## src/rtl/axis_pattern_src_pkg.sv

```systemverilog
// Shared definitions for the AXI4-Stream pattern source: pattern modes, FSM
// encodings, ctrl/status register bit positions and the LFSR step function.
package axis_pattern_src_pkg;

    typedef enum logic [1:0] {
        MODE_CNT   = 2'd0,
        MODE_LFSR  = 2'd1,
        MODE_CONST = 2'd2,
        MODE_WALK  = 2'd3
    } mode_e;

    typedef enum logic {
        S_IDLE = 1'b0,
        S_RUN  = 1'b1
    } state_e;

    // Register bit map, mirrored by the PS software header.
    localparam int CTRL_START_BIT = 0;
    localparam int CTRL_ABORT_BIT = 1;
    localparam int CTRL_MODE_LSB  = 2;
    localparam int CTRL_MODE_MSB  = 3;

    localparam int STAT_BUSY_BIT  = 31;
    localparam int STAT_DONE_BIT  = 30;
    localparam int STAT_ERR_BIT   = 29;
    localparam int STAT_ABORT_BIT = 28;
    localparam int STAT_FCNT_W    = 16;

    // Right-shifting Galois form of x^32+x^22+x^2+x+1.
    localparam logic [31:0] LFSR_TAPS = 32'h8020_0003;

    function automatic logic [31:0] lfsr_step(input logic [31:0] v);
        return {1'b0, v[31:1]} ^ (v[0] ? LFSR_TAPS : 32'h0000_0000);
    endfunction

endpackage

```

## src/rtl/axis_pattern_src_lfsr32.sv

```systemverilog
// 32-bit Galois LFSR: loads the seed on demand and steps once per advance.
module axis_pattern_src_lfsr32
    import axis_pattern_src_pkg::*;
(
    input  logic        clk,
    input  logic        reset,
    input  logic        load,
    input  logic [31:0] seed,
    input  logic        advance,
    output logic [31:0] q
);

    logic [31:0] lfsr_q;
    logic [31:0] lfsr_d;

    always_comb begin
        lfsr_d = lfsr_q;
        if (load) begin
            lfsr_d = seed;
        end else if (advance) begin
            lfsr_d = lfsr_step(lfsr_q);
        end
    end

    always_ff @(posedge clk) begin
        if (reset) begin
            lfsr_q <= '0;
        end else begin
            lfsr_q <= lfsr_d;
        end
    end

    assign q = lfsr_q;

endmodule

```

## src/rtl/axis_pattern_src.sv

```systemverilog
// AXI4-Stream test-pattern source: one frame of LEN words per start edge,
// driven by PS control registers and reporting status/counters back.
module axis_pattern_src
    import axis_pattern_src_pkg::*;
#(
    parameter int          LEN_W     = 24,
    parameter logic [31:0] LFSR_SEED = 32'h1ACE_B00C,
    parameter logic [31:0] CONST_VAL = 32'hDEAD_BEEF
) (
    input  logic        clk,
    input  logic        reset,
    input  logic [31:0] ctrl,
    input  logic [31:0] length,
    output logic [31:0] m_axis_tdata,
    output logic        m_axis_tvalid,
    input  logic        m_axis_tready,
    output logic        m_axis_tlast,
    output logic [31:0] status,
    output logic [31:0] beat_cnt,
    output logic [31:0] stall_cnt
);

    localparam logic [LEN_W-1:0] LEN_ONE = LEN_W'(1);

    state_e            state_q, state_d;
    logic              ctrl_q, ctrl_d;
    logic              armed_q, armed_d;
    mode_e             mode_q, mode_d;
    logic [LEN_W-1:0]  len_q, len_d;
    logic [LEN_W-1:0]  idx_q, idx_d;
    logic              tvalid_q, tvalid_d;
    logic              tlast_q, tlast_d;
    logic              abort_q, abort_d;
    logic              done_q, done_d;
    logic              err_q, err_d;
    logic              aborted_q, aborted_d;
    logic [15:0]       frame_cnt_q, frame_cnt_d;
    logic [31:0]       beat_cnt_q, beat_cnt_d;
    logic [31:0]       stall_cnt_q, stall_cnt_d;

    logic              start;
    logic              abort_req;
    logic              xfer;
    logic [LEN_W-1:0]  len_in;
    logic [LEN_W-1:0]  idx_nxt;
    logic              lfsr_load;
    logic              lfsr_adv;
    logic [31:0]       lfsr_word;
    logic [23:0]       idx_lo;
    logic [31:0]       word;
    logic              unused_bits;

    assign unused_bits = ^{ctrl[31:CTRL_MODE_MSB+1], length[31:LEN_W]};

    // armed_q blocks a start that was already high when reset released.
    assign start     = ctrl[CTRL_START_BIT] & ~ctrl_q & armed_q;
    assign abort_req = ctrl[CTRL_ABORT_BIT];
    assign xfer      = tvalid_q & m_axis_tready;
    assign len_in    = length[LEN_W-1:0];
    assign idx_nxt   = idx_q + LEN_ONE;

    always_comb begin
        state_d     = state_q;
        ctrl_d      = ctrl[CTRL_START_BIT];
        armed_d     = armed_q | ~ctrl[CTRL_START_BIT];
        mode_d      = mode_q;
        len_d       = len_q;
        idx_d       = idx_q;
        tvalid_d    = tvalid_q;
        tlast_d     = tlast_q;
        abort_d     = abort_q;
        done_d      = done_q;
        err_d       = err_q;
        aborted_d   = aborted_q;
        frame_cnt_d = frame_cnt_q;
        beat_cnt_d  = beat_cnt_q;
        stall_cnt_d = stall_cnt_q;
        lfsr_load   = 1'b0;
        lfsr_adv    = 1'b0;

        case (state_q)
            S_IDLE: begin
                if (start) begin
                    done_d    = 1'b0;
                    aborted_d = 1'b0;
                    if (len_in == '0) begin
                        err_d = 1'b1;
                    end else begin
                        err_d       = 1'b0;
                        state_d     = S_RUN;
                        tvalid_d    = 1'b1;
                        tlast_d     = (len_in == LEN_ONE);
                        mode_d      = mode_e'(ctrl[CTRL_MODE_MSB:CTRL_MODE_LSB]);
                        len_d       = len_in;
                        idx_d       = '0;
                        abort_d     = 1'b0;
                        beat_cnt_d  = '0;
                        stall_cnt_d = '0;
                        lfsr_load   = 1'b1;
                    end
                end
            end
            S_RUN: begin
                if (xfer) begin
                    beat_cnt_d = beat_cnt_q + 32'd1;
                    lfsr_adv   = 1'b1;
                    if (tlast_q) begin
                        state_d     = S_IDLE;
                        tvalid_d    = 1'b0;
                        tlast_d     = 1'b0;
                        done_d      = 1'b1;
                        aborted_d   = abort_q;
                        frame_cnt_d = frame_cnt_q + 16'd1;
                    end else begin
                        // An abort seen on a transferring beat terminates the next one.
                        idx_d   = idx_nxt;
                        tlast_d = (idx_nxt == len_q - LEN_ONE) | abort_req;
                        abort_d = abort_q | abort_req;
                    end
                end else begin
                    if (tvalid_q && (stall_cnt_q != 32'hFFFF_FFFF)) begin
                        stall_cnt_d = stall_cnt_q + 32'd1;
                    end
                    // Held beat has not handshaken yet, so only tlast may change.
                    tlast_d = tlast_q | abort_req;
                    abort_d = abort_q | abort_req;
                end
            end
            default: begin
                state_d = S_IDLE;
            end
        endcase
    end

    always_ff @(posedge clk) begin
        if (reset) begin
            state_q     <= S_IDLE;
            ctrl_q      <= 1'b0;
            armed_q     <= 1'b0;
            mode_q      <= MODE_CNT;
            len_q       <= '0;
            idx_q       <= '0;
            tvalid_q    <= 1'b0;
            tlast_q     <= 1'b0;
            abort_q     <= 1'b0;
            done_q      <= 1'b0;
            err_q       <= 1'b0;
            aborted_q   <= 1'b0;
            frame_cnt_q <= '0;
            beat_cnt_q  <= '0;
            stall_cnt_q <= '0;
        end else begin
            state_q     <= state_d;
            ctrl_q      <= ctrl_d;
            armed_q     <= armed_d;
            mode_q      <= mode_d;
            len_q       <= len_d;
            idx_q       <= idx_d;
            tvalid_q    <= tvalid_d;
            tlast_q     <= tlast_d;
            abort_q     <= abort_d;
            done_q      <= done_d;
            err_q       <= err_d;
            aborted_q   <= aborted_d;
            frame_cnt_q <= frame_cnt_d;
            beat_cnt_q  <= beat_cnt_d;
            stall_cnt_q <= stall_cnt_d;
        end
    end

    axis_pattern_src_lfsr32 u_lfsr (
        .clk     (clk),
        .reset   (reset),
        .load    (lfsr_load),
        .seed    (LFSR_SEED),
        .advance (lfsr_adv),
        .q       (lfsr_word)
    );

    // Output word is a pure function of registered state, so it holds during stalls.
    assign idx_lo = 24'(idx_q);

    always_comb begin
        word = '0;
        case (mode_q)
            MODE_CNT:   word = {frame_cnt_q[7:0], idx_lo};
            MODE_LFSR:  word = lfsr_word;
            MODE_CONST: word = CONST_VAL;
            MODE_WALK:  word = 32'd1 << idx_q[4:0];
            default:    word = '0;
        endcase
    end

    assign m_axis_tdata  = tvalid_q ? word : '0;
    assign m_axis_tvalid = tvalid_q;
    assign m_axis_tlast  = tlast_q;

    always_comb begin
        status                          = '0;
        status[STAT_BUSY_BIT]           = (state_q == S_RUN);
        status[STAT_DONE_BIT]           = done_q;
        status[STAT_ERR_BIT]            = err_q;
        status[STAT_ABORT_BIT]          = aborted_q;
        status[STAT_FCNT_W-1:0]         = frame_cnt_q;
    end

    assign beat_cnt  = beat_cnt_q;
    assign stall_cnt = stall_cnt_q;

endmodule

```

## config.mk

```make
export PLATFORM = sky130hd
export DESIGN_NAME = axis_pattern_src
export DESIGN_NICKNAME = d
export VERILOG_FILES = /design/src/rtl/axis_pattern_src_pkg.sv /design/src/rtl/axis_pattern_src_lfsr32.sv /design/src/rtl/axis_pattern_src.sv
export SDC_FILE = /design/constraint.sdc
export NUM_CORES = 1
export LEC_CHECK = 0
export CORE_MARGIN = 4
export CORE_UTILIZATION = 50
export CTS_CLUSTER_DIAMETER = 40
export DETAILED_ROUTE_END_ITERATION = 10
export PLACE_DENSITY = 0.79
export SLEW_MARGIN = 20
export SYNTH_ARGS = -nofsm -noshare
export SYNTH_HDL_FRONTEND = slang
export SYNTH_SLANG_ARGS = --single-unit
```

## constraint.sdc

```tcl
create_clock -name clk -period 2.9 [get_ports clk]
set_input_delay 0.58 -clock clk [delete_from_list [all_inputs] [get_ports clk]]
set_output_delay 0.58 -clock clk [all_outputs]
set_load 0.1 [all_outputs]
```

==> run summary <==
Status - completed
DRC - 0
CP Max Fanout - 20
Port Buf Inserts - 148
Pin count of the biggest net entering global routing - 73
HP Class - flop to flop
FFs w/ async S/R, synth - 0%
Post-Place Setup Slack - -89.67 ps
CTS tree - yes
CP delay by family, top - buffers and inverters
Main combinational cell family by area after synthesis - simple AND/OR/NAND/NOR gates
PwrDens - 433.8 nW/µm²
Number of global-route vias before repair - 8,667
H-tree level count - 4
Critical Path Max Stage Delay - 380 ps
Slew Viols, Final - 0
Cell Area, Placed - 11,860 µm²
Top cells by area, synth - dfxtp_1, nor2_1, xor2_1
Clock Skew - 11.67 ps
Post-placement cell count - 1,587
Global-route wire length before repair - 44,420 µm
Fmax - 0.3598 GHz
Max Root-Sink Buffers - 2
Synth Area in Compound Gates - 13.04%
Post-synthesis simple-gate area fraction - 29.40%
CP Buf/Inv Count - 3
Core outline area - 18,770 µm²
Routed vias/inst - 5.831
Worst setup path class - flop to primary output
Max cap viols - 0
Final hold vios - 0
Overall power - 5.400 mW
Post-synth cell types - 69
Worst setup EP type - primary output
Antenna Violating Nets Remaining - 0
Number of hold buffers added after cts - 0
HPWL after DPL - 20,300 µm
Overall Global Routing Usage - 24.86%
Pleak - 4.916 nW
Full die area - 21,440 µm²
Fin crit share - 95.85%
WHS - 461.4 ps
Mux cell area share after synthesis - 3.969%
Die width - 146.4 µm
Via count - 9,440
Proportion of layout cells with a drive suffix above 1 - 20.94%
#FFs+latches synth - 171
Clock Latency Late Sink - 440 ps
Number of CTS-inserted buffers - 17
Post-Synth Adder-Cell Area - 1.306%
Post-CTS repair timing setup buffer count - 0
Crit path cell chain - buf_4, nand2_1, buf_4, a21oi_1, a21oi_1, a21oi_1, nor2_2, buf_12
Average size of a mapped cell - 7.887 µm²
Worst Path Required - 2320 ps
Worst VDD drop - 412.7 µV
RSZ-0062 raised after global routing - no
Post-synth EDFFs - 0
ANT cells - 0
Cell mode on critical path - a21oi_1
Final WL - 27,400 µm
Clk slew on worst S/H paths - 70 ps
Synth cell count leaders - dfxtp_1, nor2_1, nand2_1, a21oi_1, clkbuf_1
# IOs - 197
Post-route setup slack - 120.3 ps
Starting Density - 51.06%
Final RePlAce weighted congestion - 0.9348
GR Overflow Total - 0
Max_slew headroom - 47.77%
Synth top area share - 35.72%
Synth Flop Type - dfxtp_1
Die height - 146.4 µm
Nets - 1,449
CP Launch Type - flop
Row count - 50
Drt first pass iters - 5
Final non-filler cell area - 12,450 µm²
Post-Layout Cell Count - 1,619
Clock Tree Root - clkbuf_16
Area delta synth->final - 29.90%
Post-DR wirelength/cell - 16.92 µm
Synth Cell Area - 9583 µm²
Post_cts resized - 0
Antenna violations before repair - 0
DRT iter0 DRCs - 853
Leading area contributor after synthesis - dfxtp_1
Setup violators final - 0
Minimum clock period after layout - 2780 ps
Sequential-to-total area share from yosys stat - 35.72%
XOR/XNOR Fraction of Synth Area - 10.95%
Worst Max-Slew Pin Slew - 783.4 ps
Count leader, synth - dfxtp_1
Cell count after synthesis - 1,215
Clock sinks - 171
Crit path max-delay cell type - dfxtp_1
WP data arrival - 2200 ps
Synth Warn # - 0
## stage by stage
stage / TNS [ps] / util [%]
after floorplan: -781.5 / -
after global placement: -191.7 / 63.19
after detailed placement: -1498 / 63.19
after CTS: 0 / 66.33
after global routing: 0 / 66.33
final: 0 / 66.33
## path summary, 6_finish.rpt
check / from / slack [ps] / depth (start not counted) / end
worst min-delay path: abort_q / 460 / 2 / aborted_q
worst min register to register: abort_q / 460 / 2 / aborted_q
worst max-delay path: mode_q[0] / 120 / 8 / m_axis_tdata[26]
worst max register to register: len_q[5] / 170 / 7 / m_axis_tlast
## cells by family (layout without fill, tap and decap cells)
kind of cell | Yosys count | after routing
multiplexers | 37 | 37
other | 1 | 12
AND/OR/NAND/NOR | 559 | 559
AO/OA/AOI/OAI | 206 | 206
adder cells (fa/ha/maj) | 10 | 10
XOR/XNOR | 112 | 112
buffers and inverters | 119 | 278
flip-flops | 171 | 171
## cells in the final DEF, fill, tap and decap left out, types with 8 or more instances in the layout
cell             synthesis  final
and2_1                   8      8
inv_1                   21     21
or4_1                    9      9
o22ai_1                 14     14
a211oi_1                15     15
and3_1                  19     19
xnor2_1                 47     47
xor2_1                  60     60
o21ai_0                 40     40
mux2_2                   8      8
and4_1                  14     14
mux2i_1                 29     29
ha_1                    10     10
nor3_1                  32     23
nand3_1                 46     46
clkdlybuf4s50_1          0     29
nor2_1                 170    153
buf_4                   18    159
nor2_2                   0     10
conb_1                   1     12
a21oi_1                 73     71
or3_1                   25     25
buf_12                   0     35
nand2_1                128    128
a31oi_1                 25     25
nand4_1                 43     43
dfxtp_1                171    165
clkbuf_16                0     17
nor2b_1                 11     11
nor4_1                  20     20
## layout make-up
class | count | area, µm²
tap | 234 | 292.8
clock buffer | 17 | 425.4
clock inverter | 15 | 163.9
inverter | 22 | 82.58
timing repair buffer | 224 | 2190
fill | 1564 | 6320
multi-input combinational | 936 | 5861
sequential | 171 | 3433
## routing by layer
| metal | wire [µm] | track usage (%) |
|---|---|---|
| met4 | 862 | 9.548 |
| met3 | 1854 | 3.942 |
| met5 | 0 | 0 |
| met2 | 12420 | 39.25 |
| met1 | 12250 | 34.30 |
## registers in the layout (all words and copies together), names as in the netlist, 2 cells and up
| name | cells |
|---|---|
| beat_cnt | 32 |
| u_lfsr.q | 32 |
| idx_lo | 24 |
| frame_cnt_q | 16 |
| len_q | 24 |
| stall_cnt | 32 |
| mode_q | 2 |
## report_power, final
| part | leakage (nW) | switching, mW | total, mW | internal, mW |
|---|---|---|---|---|
| logic | 3.24 | 0.445 | 0.724 | 0.279 |
| registers | 1.38 | 0.0370 | 2.41 | 2.38 |
| clock network | 0.288 | 1.10 | 2.26 | 1.16 |
## tightest hold or removal path: stages (launching register included)
cell     delay [ps]
dfxtp_1         320
nand2_1          50
a21oi_1          50
No activity file was read; power rests on OpenSTA's default activity.
